[config.mk]
export PLATFORM = sky130hd
export DESIGN_NAME = pixel_write_arbiter
export DESIGN_NICKNAME = d
export VERILOG_FILES = /design/src/rtl/pixel_write_arbiter_pkg.sv /design/src/rtl/pixel_write_arbiter_rr_pick.sv /design/src/rtl/pixel_write_arbiter.sv
export SDC_FILE = /design/constraint.sdc
export NUM_CORES = 1
export LEC_CHECK = 0
export CORE_MARGIN = 5
export CORE_UTILIZATION = 42
export DETAILED_ROUTE_END_ITERATION = 8
export PLACE_DENSITY = 0.85
export SLEW_MARGIN = 10
export SYNTH_ARGS = -nofsm -noshare
export SYNTH_HDL_FRONTEND = slang
export SYNTH_SLANG_ARGS = --single-unit
[constraint.sdc]
create_clock -name clk -period 5 [get_ports clk]
set_clock_uncertainty 0.2 [all_clocks]
set_input_delay 0.5 -clock clk [delete_from_list [all_inputs] [get_ports clk]]
set_output_delay 0.5 -clock clk [all_outputs]
set_load 0.02 [all_outputs]
[src/rtl/pixel_write_arbiter_pkg.sv]
// pixel_write_arbiter_pkg: shared widths, default requester count and FSM encoding
package pixel_write_arbiter_pkg;
    localparam int N_REQ_DEF = 4;
    localparam int X_W = 8;
    localparam int Y_W = 7;
    localparam int C_W = 3;
    typedef enum logic [1:0] {IDLE, GRANT, RELEASE} state_t;
endpackage

[src/rtl/pixel_write_arbiter_rr_pick.sv]
// rr_pick: combinational round-robin selector, first set req bit above last, wrapping
module rr_pick #(
    parameter int N  = 4,
    parameter int IW = (N > 1) ? $clog2(N) : 1
) (
    input  logic [N-1:0]  req,
    input  logic [IW-1:0] last,
    output logic [N-1:0]  onehot,
    output logic [IW-1:0] index
);
    // Scan farthest-first so the nearest requester after last wins.
    always_comb begin
        onehot = '0;
        index  = '0;
        for (int k = N; k >= 1; k--) begin
            if (req[(int'(last) + k) % N]) begin
                onehot = '0;
                onehot[(int'(last) + k) % N] = 1'b1;
                index = IW'((int'(last) + k) % N);
            end
        end
    end
endmodule

[src/rtl/pixel_write_arbiter.sv]
// pixel_write_arbiter: round-robin ownership of the VGA write port among render engines
module pixel_write_arbiter
    import pixel_write_arbiter_pkg::*;
#(
    parameter int N_REQ = N_REQ_DEF
) (
    input  logic                 clk,
    input  logic                 resetn,
    input  logic [N_REQ-1:0]     req,
    input  logic [N_REQ-1:0]     done,
    input  logic [N_REQ-1:0]     pix_valid,
    input  logic [X_W*N_REQ-1:0] x_in,
    input  logic [Y_W*N_REQ-1:0] y_in,
    input  logic [C_W*N_REQ-1:0] colour_in,
    output logic [N_REQ-1:0]     grant,
    output logic [X_W-1:0]       x_vga,
    output logic [Y_W-1:0]       y_vga,
    output logic [C_W-1:0]       colour_vga,
    output logic                 writeEn,
    output logic                 busy
);
    localparam int IW = (N_REQ > 1) ? $clog2(N_REQ) : 1;

    state_t           state_q, state_d;
    logic [N_REQ-1:0] grant_q, grant_d, pick_oh;
    logic [IW-1:0]    last_q, last_d, pick_idx, gidx;
    logic [X_W-1:0]   x_q, x_d;
    logic [Y_W-1:0]   y_q, y_d;
    logic [C_W-1:0]   c_q, c_d;
    logic             we_q, we_d;

    rr_pick #(.N(N_REQ), .IW(IW)) u_pick (
        .req    (req),
        .last   (last_q),
        .onehot (pick_oh),
        .index  (pick_idx)
    );

    always_comb begin
        gidx = '0;
        for (int i = 0; i < N_REQ; i++) begin
            if (grant_q[i]) gidx = IW'(i);
        end
    end

    always_comb begin
        state_d = state_q;
        grant_d = grant_q;
        last_d  = last_q;
        x_d     = x_q;
        y_d     = y_q;
        c_d     = c_q;
        we_d    = 1'b0;
        case (state_q)
            IDLE: begin
                if (|req) begin
                    grant_d = pick_oh;
                    state_d = GRANT;
                end
            end
            GRANT: begin
                // The pixel presented with done is still captured this cycle.
                x_d  = x_in[int'(gidx)*X_W +: X_W];
                y_d  = y_in[int'(gidx)*Y_W +: Y_W];
                c_d  = colour_in[int'(gidx)*C_W +: C_W];
                we_d = pix_valid[gidx];
                if (done[gidx] || !req[gidx]) begin
                    last_d  = gidx;
                    grant_d = '0;
                    state_d = RELEASE;
                end
            end
            RELEASE: state_d = IDLE;
            default: begin
                state_d = IDLE;
                grant_d = '0;
            end
        endcase
    end

    always_ff @(posedge clk) begin
        if (!resetn) begin
            state_q <= IDLE;
            grant_q <= '0;
            last_q  <= IW'(N_REQ - 1);
            x_q     <= '0;
            y_q     <= '0;
            c_q     <= '0;
            we_q    <= 1'b0;
        end else begin
            state_q <= state_d;
            grant_q <= grant_d;
            last_q  <= last_d;
            x_q     <= x_d;
            y_q     <= y_d;
            c_q     <= c_d;
            we_q    <= we_d;
        end
    end

    assign grant      = grant_q;
    assign x_vga      = x_q;
    assign y_vga      = y_q;
    assign colour_vga = c_q;
    assign writeEn    = we_q;
    assign busy       = (state_q == GRANT) || (state_q == RELEASE);
endmodule

==> results of run 1 <==
[report_power, final]
group / switching [W] / internal (W)
Sequential: 0.0000587 / 0.000270
Clock: 0.0000633 / 0.0000570
Combinational: 0.000306 / 0.000317
Total: 0.000428 / 0.000644
[sequential cells by signal (all words and copies together) (netlist names)]
| register | count |
|---|---|
| state_q | 2 |
| y_vga | 7 |
| writeEn | 1 |
| x_vga | 8 |
| last_q | 2 |
| colour_vga | 3 |
| grant | 4 |
[metal layers]
layer	GRT usage, %	vias to the layer above	part of all wire, %
li1	-	1039	-
met1	22.4	935	42
met2	31.2	61	49
met3	3.74	10	6.1
met4	6.19	0	2.2
met5	0	-	0
[area by class of cell]
type	count	area (sq um)
clock buffers	4	45.0
repair buffers	113	1120
inverters	7	26.3
fillers	372	1520
flip-flops and latches	27	541
well taps	54	67.6
multi-input cells	173	1340
[cells by family after synthesis]
group                    after synthesis
AND/OR/NAND/NOR                       58
adder cells (fa/ha/maj)               11
flip-flops                            27
AO/OA/AOI/OAI                         76
buffers and inverters                 26
multiplexers                          28
[placed cells by master, fill, tap and decap left out]
cell type and instances:
o211ai_1 19, mux4_2 3, clkdlybuf4s50_1 109, mux2i_1 24, o21ai_1 4, o22ai_1 2, nor2b_1 6, nor4_1 1
inv_1 7, buf_4 4, o31a_1 1, clkbuf_1 1, o211a_1 18, nand3_1 3, o311ai_1 1, nor2b_4 1
mux4_1 1, a211oi_1 1, nor3b_2 1, nand2b_1 2, a21oi_1 19, a22o_1 3, o31ai_2 1, nor3_1 1
dfxtp_1 27, a22o_2 1, a32oi_1 4, nor2_1 18, ha_1 11, o21ai_0 1, a2111oi_4 1, and4bb_2 1
nand2_1 24, clkbuf_8 3
[path summary, 6_finish.rpt]
check,start,slack [ns],cells after the start,to
worst max-delay path,grant[1]$_SDFFE_PN0P_,2.22,2,grant[1]
worst min-delay path,y_vga[4]$_SDFFE_PN0N_,0.29,1,y_vga[4]$_SDFFE_PN0N_
worst max register to register,grant[1]$_SDFFE_PN0P_,2.44,6,grant[0]$_SDFFE_PN0P_
worst min register to register,y_vga[4]$_SDFFE_PN0N_,0.29,1,y_vga[4]$_SDFFE_PN0N_
[stage by stage]
stage	hold WS, ns	instance area, sq um	total power (W)	utilization, %	cells
2_1_floorplan	0.313	1990	0.000723	-	226
3_3_place_gp	0.259	3090	0.000945	66.3	374
3_5_place_dp	0.269	3090	0.000957	66.3	374
4_1_cts	0.291	3140	0.00108	67.3	378
5_1_grt	0.305	3140	0.00115	67.3	378
6_report	0.288	3140	0.00107	67.3	378
==> results by group, run 1 <==
Status
  • Status: finished, final reports clean

Synth
  • Register area share after synthesis: 27.2%
  • Syn Area/Cell: 8.81 sq um
  • Synth Net Count: 323
  • Post-synth cell types: 35
  • FFs w/ async S/R, synth: 0%
  • Synth Area in Compound Gates: 29.7%
  • Mapped Cells: 226
  • Largest area contributor in the synthesized netlist: dfxtp_1
  • Post-synthesis xor/xnor area fraction: 0%
  • Synth area leaders: dfxtp_1 27%, mux2i_1 12%, o211a_1 9.1%, o211ai_1 7.2%, ha_1 6.9%
  • Largest family of logic cells by synthesized area: compound AO/OA/AOI/OAI gates
  • Synth Register Bits: 27
  • Simple-gate share of the synthesized area: 13.7%
  • Yosys top cell area share: 27.2%
  • Post-synth EDFFs: 0
  • Main synth FF type: dfxtp_1
  • Mux contribution to synthesized area: 16.8%
  • Most instantiated cells after synthesis: 27 x dfxtp_1, 24 x mux2i_1, 24 x nand2_1
  • Yosys warns: 0
  • Count leader, synth: dfxtp_1
  • Syn Std Cell Area: 0.00199 sq mm
  • Synth Area in Adders: 6.91%

Die
  • # rows: 25
  • Die Span Y: 78.8 um
  • Io pins: 110
  • Initial Utilization: 42.7%
  • Overall die width: 78.8 um
  • Core Region: 0.00466 sq mm
  • Die ar.: 0.00622 sq mm

STA
  • Final setup vio count: 0
  • RSZ-0062 raised after global routing: no
  • Min Tclk post-route: 2.78 ns
  • Final worst slack: 2.22 ns
  • Final count of hold timing violations: 0
  • Worst-margin pin slew: 0.874 ns
  • Worst relative slew slack: 41.6%
  • Final period util: 55.7%
  • Fmax: 359 MHz
  • Setup TNS: 0 ns
  • Max-slew violations: 0

Power and ir drop
  • VDD IR-drop max: 0.000167 V
  • Leakage: 1.27 nW
  • Pwr Density: 342 mW/mm^2

Detailed routing
  • Vias per cell: 5.41
  • 1st-pass router iterations: 4
  • Drt initial violations: 112
  • ANT nets after route: 0
  • Detailed Route WL: 5810 um
  • DRC: 0
  • Vias: 2,045
  • Drt wl/cell: 15.4 um

CTS
  • CTS H-tree lvls: 1
  • Clk_lat worst skew: 0.27 ns
  • TritonCTS buffer count: 3
  • Clk sink count: 27
  • Reg clk slew, reported paths: 0.08 ns
  • Post-CTS sizing: 0
  • Clock Tree Buf Depth: 2
  • Root Driver: clkbuf_8
  • CTS tree: yes
  • Setup Buffers After CTS: 0
  • Hold buffer count at cts: 0

Setup path
  • Slowest stage delay, CP: 0.78 ns
  • CP required: 4.30 ns
  • Worst Path Buf+Inv: 2
  • Worst path arrival time: 2.08 ns
  • CP delay by family, top: buffers and inverters
  • Critical path class: reg -> out
  • CP max-delay cell: dfxtp_1
  • Worst-path cell chain: buf_4 -> clkdlybuf4s50_1
  • Startpoint types: flip-flop
  • Crit path max fanout: 14
  • Kind of end point of the critical path: primary output

Final layout
  • ANT cells: 0
  • Ratio of cells with drive above 1 in the final layout: 4.94%
  • Layout area overhead: 57.6%
  • Nets@finish: 422

GRT
  • Grt total ovfl: 0
  • Number of global-route vias before repair: 1,975
  • First-pass GRT wire length: 9270 um
  • Initial antenna violation count: 0
  • Largest net degree at the start of global routing: 37
  • GRT Util Overall: 18.1%

Run
  • Max cap viols: 0

Placed design
  • Dpl hpwl: 4530 um
  • Setup slack at placement: 2.24 ns
  • Gpl congestion: 0.820
  • IO Port Bufs: 109

Hold path
  • Worst hold path type: reg -> reg
No activity file was read; power rests on OpenSTA's default activity.
==> inputs of run 2 (changes only) <==
Settings changed: CORE_UTILIZATION 42 to 35, PLACE_DENSITY 0.85 to 0.76.
Clock period 5 ns to 2.5 ns, I/O delays scaled along.
==> results by group, run 2 (same netlist as run 1, synthesis figures left out) <==
Final layout
  • Most frequent cells in the layout: 109 x clkdlybuf4s50_1, 27 x dfxtp_1, 24 x mux2i_1, 24 x nand2_1
  • ANT cells: 0
  • Commonest non-fill, non-tap cell in the layout: clkdlybuf4s50_1
  • Layout area overhead: 61.2%
  • Ratio of cells with drive above 1 in the final layout: 6.97%
  • Max reg flops: 8
  • Nets@finish: 428

Detailed routing
  • Vias per cell: 5.21
  • Drt initial violations: 61
  • Drt wl/cell: 15.7 um
  • ANT nets after route: 0
  • DRC: 0
  • Vias: 2,094
  • Detailed Route WL: 6320 um
  • 1st-pass router iterations: 4

Setup path
  • Depth of the worst register-to-register path: 5
  • Kind of end point of the critical path: flip-flop
  • Worst setup endpoint: grant[3]$_SDFFE_PN0P_
  • Critical path class: reg -> reg
  • Crit path max fanout: 5
  • Worst path arrival time: 2.10 ns
  • Worst R2R End: grant[3]$_SDFFE_PN0P_
  • Slowest stage delay, CP: 0.66 ns
  • R2R Path Start: last_q[1]$_SDFFE_PN1P_
  • CP max-delay cell: mux4_1
  • CP required: 2.46 ns
  • Crit path from: last_q[1]$_SDFFE_PN1P_
  • Startpoint types: flip-flop
  • Register-to-register setup slack: 0.36 ns
  • Worst-path cell chain: inv_1 -> ha_1 -> mux4_1 -> a32oi_1 -> o21ai_1

STA
  • Setup TNS: 0 ns
  • Final count of hold timing violations: 0
  • Min Tclk post-route: 2.14 ns
  • Worst-margin pin slew: 0.570 ns
  • Worst relative slew slack: 61.4%
  • Fmax: 467 MHz
  • Final setup vio count: 0
  • RSZ-0062 raised after global routing: no
  • Final period util: 85.6%
  • Max-slew violations: 0

Die
  • Core Region: 0.00551 sq mm
  • Io pins: 110
  • Initial Utilization: 36.2%
  • Overall die width: 85.4 um
  • Die ar.: 0.00730 sq mm
  • # rows: 27
  • Die Span Y: 85.4 um

CTS
  • Post-CTS sizing: 0
  • Clock Tree Buf Depth: 2
  • CTS H-tree lvls: 1
  • Reg clk slew, reported paths: 0.10 ns
  • Setup Buffers After CTS: 0
  • TritonCTS buffer count: 3
  • CTS tree: yes
  • Clk_lat worst skew: 0.27 ns
  • Root Driver: clkbuf_8
  • Clk sink count: 27
  • Hold buffer count at cts: 0

GRT
  • GRT Util Overall: 17.0%
  • Number of global-route vias before repair: 2,185
  • First-pass GRT wire length: 10,200 um
  • Initial antenna violation count: 0
  • Grt total ovfl: 0
  • Largest net degree at the start of global routing: 35

Placed design
  • Gpl congestion: 0.855
  • Dpl hpwl: 5100 um
  • IO Port Bufs: 109

Power and ir drop
  • Pwr Density: 685 mW/mm^2
  • Leakage: 1.30 nW
  • Overall power: 0.00220 W
  • VDD IR-drop max: 0.000342 V

Status
  • Status: finished, final reports clean

Hold path
  • Worst hold path type: reg -> reg

Run
  • Max cap viols: 0
-- run 2: changes by cell type in the layout (fill, tap and decap cells not counted) --
cell / delta
clkbuf_1: -1
clkinvlp_4: +1
buf_4: +6
-- run 2: cell type report --
type	count	area, sq um
clock buffers	3	41.3
fillers	512	2300
flip-flops and latches	27	541
multi-input cells	173	1340
clock inverters	1	7.51
inverters	7	26.3
repair buffers	119	1170
well taps	72	90.1
-- run 2: worst min-delay path by stage --
stage                                       end  cells past startpoint  slack (ns)                  start
after floorplan              writeEn$_SDFF_PN0_                      2        0.25           pix_valid[1]
after global placement    x_vga[4]$_SDFFE_PN0N_                      1        0.26  x_vga[4]$_SDFFE_PN0N_
after detailed placement  y_vga[3]$_SDFFE_PN0N_                      1        0.27  y_vga[3]$_SDFFE_PN0N_
after CTS                 y_vga[1]$_SDFFE_PN0N_                      1        0.29  y_vga[1]$_SDFFE_PN0N_
after global routing      y_vga[4]$_SDFFE_PN0N_                      1        0.31  y_vga[4]$_SDFFE_PN0N_
final                     y_vga[1]$_SDFFE_PN0N_                      1        0.29  y_vga[1]$_SDFFE_PN0N_
-- run 2: through the flow --
stage / setup slack [ns] / utilization (%) / hold slack, ns / cells / instance area, sq um
floorplan: 0.399 / - / 0.246 / 226 / 1990
global placement: 0.336 / 57.4 / 0.261 / 398 / 3160
detailed placement: 0.156 / 57.4 / 0.266 / 398 / 3160
CTS: 0.368 / 58.3 / 0.289 / 402 / 3210
global route: 0.302 / 58.3 / 0.309 / 402 / 3210
finish: 0.359 / 58.3 / 0.285 / 402 / 3210
-- run 2: critical path: cells and delay by family, from the launching register on --
family	cells	cell delay, ns
multiplexers	1	0.66
AO/OA/AOI/OAI	2	0.39
flip-flops	1	0.35
adder cells (fa/ha/maj)	1	0.33
buffers and inverters	1	0.10
-- run 2: report_power, final --
group | switching [W] | leakage [nW] | internal, W
Sequential | 0.0000652 | 0.222 | 0.000540
Clock | 0.000143 | 0.0217 | 0.000113
Combinational | 0.000676 | 1.05 | 0.000658
-- run 2: routing by layer --
layer	global-route usage, %	up-vias	routed length (um)
li1	-	1053	-
met5	0	-	0
met3	4.95	5	487
met2	30.5	73	3210
met1	19.6	963	2560
met4	4.75	0	65
